===== src/rtl/wb_unit_pkg.sv =====
// Shared opcode/funct constants and the pending-write entry layout for the
// write-back stage and the hazard unit.
package wb_unit_pkg;

  localparam int REGFILE_SIZE = 32;
  localparam int RF_ADR_W     = $clog2(REGFILE_SIZE);

  localparam logic [5:0] R_FORM = 6'h00;
  localparam logic [5:0] JAL    = 6'h03;
  localparam logic [5:0] BGTZ   = 6'h07;
  localparam logic [5:0] ADDI   = 6'h08;
  localparam logic [5:0] XORI   = 6'h0E;
  localparam logic [5:0] SW     = 6'h2B;

  localparam logic [5:0] JR     = 6'h08;

  typedef struct packed {
    logic [RF_ADR_W-1:0] adr;
    logic [31:0]         data;
    logic                valid;
  } wb_entry_t;

endpackage


===== src/rtl/wb_dest_decode.sv =====
// Instruction word to {write-enable, destination register}; shared with the
// hazard unit, so $0 filtering is left to the consumer.
module wb_dest_decode
  import wb_unit_pkg::*;
(
  input  logic [31:0]         ins,
  output logic                we,
  output logic [RF_ADR_W-1:0] adr
);

  logic [5:0] op;
  logic [5:0] fn;
  logic       unused_ins;

  assign op = ins[31:26];
  assign fn = ins[5:0];

  always_comb begin
    we  = ((op > BGTZ) || (op == JAL) || ((op == R_FORM) && (fn != JR))) && (op != SW);
    adr = ins[20:16];
    if (op == R_FORM)
      adr = ins[15:11];
    else if (op == JAL)
      adr = 5'd31;
  end

  assign unused_ins = ^{ins[25:21], ins[10:6]};

endmodule


===== src/rtl/wb_unit.sv =====
// Write-back stage: buffers decoded register writes in a FIFO and drains one
// per cycle; bypass search over pending entries is built only with WB_BYPASS_EN.
module wb_unit
  import wb_unit_pkg::*;
#(
  parameter int DEPTH = 4
) (
  input  logic                  CLK,
  input  logic                  RST,
  input  logic                  in_valid,
  output logic                  in_ready,
  input  logic [31:0]           in_ins,
  input  logic [31:0]           in_result,
  input  logic [31:0]           in_pc4,
  input  logic                  rf_hold,
  output logic                  wr_en,
  output logic [4:0]            wr_adr,
  output logic [31:0]           wr_data,
  input  logic [4:0]            byp_adr1,
  input  logic [4:0]            byp_adr2,
  output logic                  byp_hit1,
  output logic                  byp_hit2,
  output logic [31:0]           byp_data1,
  output logic [31:0]           byp_data2,
  output logic [$clog2(DEPTH):0] count,
  output logic                  empty
);

  localparam int PTR_W = $clog2(DEPTH);
  localparam int CNT_W = PTR_W + 1;

  wb_entry_t            mem [DEPTH];
  wb_entry_t            head;
  logic [PTR_W-1:0]     wr_ptr;
  logic [PTR_W-1:0]     rd_ptr;
  logic [CNT_W-1:0]     cnt;
  logic                 dec_we;
  logic [RF_ADR_W-1:0]  dec_adr;
  logic [31:0]          push_data;
  logic                 xfer;
  logic                 push;
  logic                 pop;

  wb_dest_decode u_dec (
    .ins (in_ins),
    .we  (dec_we),
    .adr (dec_adr)
  );

  assign head      = mem[rd_ptr];
  assign empty     = (cnt == '0);
  assign count     = cnt;
  assign pop       = !empty && head.valid && !rf_hold;
  // Gate with RST so nothing is accepted while reset is held
  assign in_ready  = RST && ((cnt < CNT_W'(DEPTH)) || pop);
  assign xfer      = in_valid && in_ready;
  assign push      = xfer && dec_we && (dec_adr != '0);
  assign push_data = (in_ins[31:26] == JAL) ? in_pc4 : in_result;

  assign wr_en   = pop;
  assign wr_adr  = head.adr;
  assign wr_data = head.data;

  always_ff @(posedge CLK or negedge RST) begin
    if (!RST) begin
      wr_ptr <= '0;
      rd_ptr <= '0;
      cnt    <= '0;
      for (int i = 0; i < DEPTH; i++)
        mem[i] <= '0;
    end else begin
      if (pop) begin
        mem[rd_ptr].valid <= 1'b0;
        rd_ptr            <= rd_ptr + PTR_W'(1);
      end
      // Full push+pop reuses the popped slot; this write must win
      if (push) begin
        mem[wr_ptr] <= '{adr: dec_adr, data: push_data, valid: 1'b1};
        wr_ptr      <= wr_ptr + PTR_W'(1);
      end
      cnt <= cnt + CNT_W'(push) - CNT_W'(pop);
    end
  end

`ifdef WB_BYPASS_EN
  // Walk oldest to youngest so the last match is the youngest
  always_comb begin
    byp_hit1  = 1'b0;
    byp_hit2  = 1'b0;
    byp_data1 = '0;
    byp_data2 = '0;
    for (int i = 0; i < DEPTH; i++) begin
      if (mem[rd_ptr + PTR_W'(i)].valid && (byp_adr1 != '0) &&
          (mem[rd_ptr + PTR_W'(i)].adr == byp_adr1)) begin
        byp_hit1  = 1'b1;
        byp_data1 = mem[rd_ptr + PTR_W'(i)].data;
      end
      if (mem[rd_ptr + PTR_W'(i)].valid && (byp_adr2 != '0) &&
          (mem[rd_ptr + PTR_W'(i)].adr == byp_adr2)) begin
        byp_hit2  = 1'b1;
        byp_data2 = mem[rd_ptr + PTR_W'(i)].data;
      end
    end
  end
`else
  logic unused_byp;

  assign byp_hit1   = 1'b0;
  assign byp_hit2   = 1'b0;
  assign byp_data1  = '0;
  assign byp_data2  = '0;
  assign unused_byp = ^{byp_adr1, byp_adr2};
`endif

endmodule


===== config.mk =====
export PLATFORM = sky130hd
export DESIGN_NAME = wb_unit
export DESIGN_NICKNAME = d
export VERILOG_FILES = /design/src/rtl/wb_unit_pkg.sv /design/src/rtl/wb_dest_decode.sv /design/src/rtl/wb_unit.sv
export SDC_FILE = /design/constraint.sdc
export NUM_CORES = 1
export LEC_CHECK = 0
export ABC_AREA = 0
export CORE_MARGIN = 4
export CORE_UTILIZATION = 50
export DETAILED_ROUTE_END_ITERATION = 10
export PLACE_DENSITY = 0.81
export SKIP_LAST_GASP = 1
export SYNTH_ARGS = -nofsm -noshare
export SYNTH_HDL_FRONTEND = slang
export SYNTH_HIERARCHICAL = 1
export SYNTH_SLANG_ARGS = --single-unit

===== constraint.sdc =====
create_clock -name CLK -period 3.6 [get_ports CLK]
set_input_delay 0.72 -clock CLK [delete_from_list [all_inputs] [get_ports CLK]]
set_output_delay 0.72 -clock CLK [all_outputs]
set_load 0.01 [all_outputs]

==> impl_results.md <==
- Pin slew with the least headroom to its limit: 0.914 ns
- Residual DRC count: 0
- CTS Buf Count: 17
- Via density: 5.22
- Synth Area in XOR/XNOR: 0.00400
- Highest-delay cell along the critical path: or4_4
- Seq cells post-synth: 159
- Switching share of power: 0.293
- # H-tree levels: 4
- WL final: 18600 microns
- Full die area: 19700 sq um
- TritonCTS clock tree: yes
- P&R area growth vs syn: 24.6%
- Fmax: 283 MHz
- Ys flop type: dfrtp_1
- Synth Area in Simple Gates: 0.0226
- Commonest non-fill, non-tap cell in the layout: dfrtp_1
- Leak: 5.16 nW
- Core Area: 17200 sq um
- Max FO, Critical Path: 5
- Synthesized area: 8750 sq um
- Final Max Slew Viols: 0
- Crit path max-delay family: simple AND/OR/NAND/NOR gates
- Post-synth EDFFs: 0
- PortBufs: 132
- Reg2reg path depth: 11
- Yosys top cell area share: 0.455
- Clock Latency Late Sink: 0.42 ns
- Sequential share of power: 0.342
- First-pass DRT Iterations: 4
- Internal Power: 6.66 mW
- Layout cells sized above 1: 0.444
- Post-Synthesis Cells: 542
- Clock Power Share: 0.202
- Worst endpoint data arrival time: 3.83 ns
- Most frequent cells in the layout: dfrtp_1 (157), clkdlybuf4s50_1 (125), mux2_4 (120), conb_1 (66), mux2_2 (61)
- Die Height: 140 microns
- Tcrit/Tclk final: 0.981
- Clk sink count: 159
- HP Class: input pin to async pin
- Tmin final: 3.53 ns
- Avg WL per Cell: 19.7 microns
- Data required time of the worst path: 3.90 ns
- Syn avg cell area: 16.1 sq um
- Largest cells by area after synthesis: dfrtp_1 (45%), mux2_4 (21%), mux4_2 (9.8%)
- Max Cap Viol: 0
- Rows: 48
- Ant. Diodes: 0
- Initial Utilization: 0.508
- Max incr delay on CP: 0.53 ns
- Placed cell area: 10200 sq um
- I/O Pins: 219
- Routed Antenna Nets: 0
- CP Launch Type: input pin
- Yosys warnings: 6
- Number of global-route vias before repair: 5566
- Design Area, Final: 10900 sq um
- Async set-reset flop share out of synthesis: 1.00
- Final Hold Fails: 0
- CP Class: input pin to flip-flop
- Logic pwr share: 0.456
- Worst Setup End Kind: flip-flop
- Die W: 140 microns
- Pin count of the biggest net entering global routing: 74
- Setup violators final: 0
- Clock root buffer master: clkbuf_16
- Global-route wire length before repair: 30600 microns
- Fraction of the mapped netlist area in compound gates: 0.0227
- Worst-path clk slew: 0.06 ns
- Sw Pwr: 2.76 mW
- DRT iter0 DRCs: 130
- Total GRT Usage: 0.197
- Crit path depth: 14
- Sequential area share after synthesis: 0.455
- Main combinational cell family by area after synthesis: multiplexers
- Mux share of post-synthesis cell area: 0.385
- Initial antenna violation count: 0
- Fin util: 0.633
- Max Root-Sink Buffers: 2
- Unrepaired setup endpoints after global routing: false
- Cells along the critical path: clkdlybuf4s15_2 > or4_4 > or2_4 > o22a_4 > or4_4 > o2111a_2 > inv_2 > ha_4 > inv_4 > ha_4 > inv_2 > fa_2 > xnor2_2 > xnor2_1
- Worst slew margin: 0.391
- Distinct cells, synth: 40
- Detail Placement HPWL: 12700 microns
- Vias: 4924
- Hold_buf cts: 0
- Routability cong.: 0.791
- Total congestion overflow: 0
- Final nets: 827
- Largest area contributor in the netlist: dfrtp_1
- Maximum vdd drop: 0.473 mV
- Synth Area in Adders: 0.0166
- Worst reg2reg setup slack: 0.98 ns
- Clock Skew: 0.0106 ns
- Power per Cell Area: 864 nW/um^2
- Outcome: finished clean
- Bufs and invs on worst path: 4
-- sequential cells by signal (all words and copies together) (netlist names) --
name and flops:
mem 152, wr_ptr 2, count 3, rd_ptr 2
-- area by class of cell --
cell class | instances | area [sq um]
Clock buffer | 24 | 502
Clock inverter | 8 | 126
Fill cell | 1223 | 6330
Inverter | 8 | 32.5
Multi-Input combinational cell | 349 | 4240
Sequential cell | 159 | 3980
Tap cell | 225 | 282
Timing Repair Buffer | 171 | 1740
-- per-layer routing --
| metal | wire [microns] | share of wire | up-vias | global-route usage |
|---|---|---|---|---|
| met1 | 7700 | 0.41 | 2579 | 0.252 |
| met5 | 0 | 0 | - | 0 |
| met4 | 179 | 0.0096 | 0 | 0.0586 |
| met2 | 9790 | 0.53 | 151 | 0.340 |
| li1 | - | - | 2180 | - |
| met3 | 977 | 0.052 | 14 | 0.0396 |
-- synthesized netlist by cell type (2+ instances only) --
cell type and instances:
mux4_2 38, o2111a_1 4, and2_1 2, ha_1 10, buf_12 12, buf_2 5
buf_4 67, or4_4 2, xnor2_1 4, inv_1 8, nor3_1 2, dfrtp_1 159
o22a_2 5, nand2_4 3, buf_1 3, a22o_1 4, nand2_1 7, o21ai_0 2
mux2_4 120, clkbuf_1 4, mux2_2 61, mux2i_1 2
-- kinds of logic (layout without fill, tap and decap cells) --
| logic type | Yosys count | in the layout |
|---|---|---|
| xor gates and xnor gates | 4 | 4 |
| buffers and inverters | 99 | 211 |
| muxes | 221 | 221 |
| DFF | 159 | 159 |
| AOI/OAI and AO/OA | 20 | 20 |
| other | 1 | 66 |
| and+or+nand+nor | 27 | 27 |
| adders and majority gates | 11 | 11 |
-- path summary, 6_finish.rpt --
| check | start | to |
|---|---|---|
| max | in_ins[28] | count[2] |
| max reg2reg | rd_ptr[1] | count[2] |
| min in group CLK | mem[87] | mem[87] |
| min reg2reg | mem[87] | mem[87] |
| min | RST | mem[7] |
| max in group asynchronous | RST | mem[102] |
-- through the flow --
stage | hold WS (ns) | power, mW | std cells | setup TNS [ns] | worst slack, ns
finish | 0.145 | 9.42 | 944 | 0 | 0.0686
global route | 0.137 | 9.96 | 944 | 0 | 0.00616
CTS | 0.131 | 9.53 | 944 | 0 | 0.0120
detailed placement | 0.489 | 7.52 | 911 | -50.42 | -0.693
global placement | 0.482 | 7.32 | 911 | -45.06 | -0.650
floorplan | 0.424 | 5.96 | 607 | -0.395 | -0.238
-- power groups by stage --
stage	clock network (mW)	registers (mW)	logic [mW]
finish	1.91	3.22	4.30
global route	2.03	3.33	4.60
CTS	1.95	3.22	4.36
detailed placement	0	3.22	4.29
global placement	0	3.13	4.19
floorplan	0	3.04	2.93
-- timing repair --
item,in CTS,in global routing
endpoints found under the hold margin,0,0
pin swaps,9,8
setup endpoints to repair,2,1
gates resized for setup,15,4
setup buffers,1,0
Note: power is estimated with default switching activity, not from simulation.
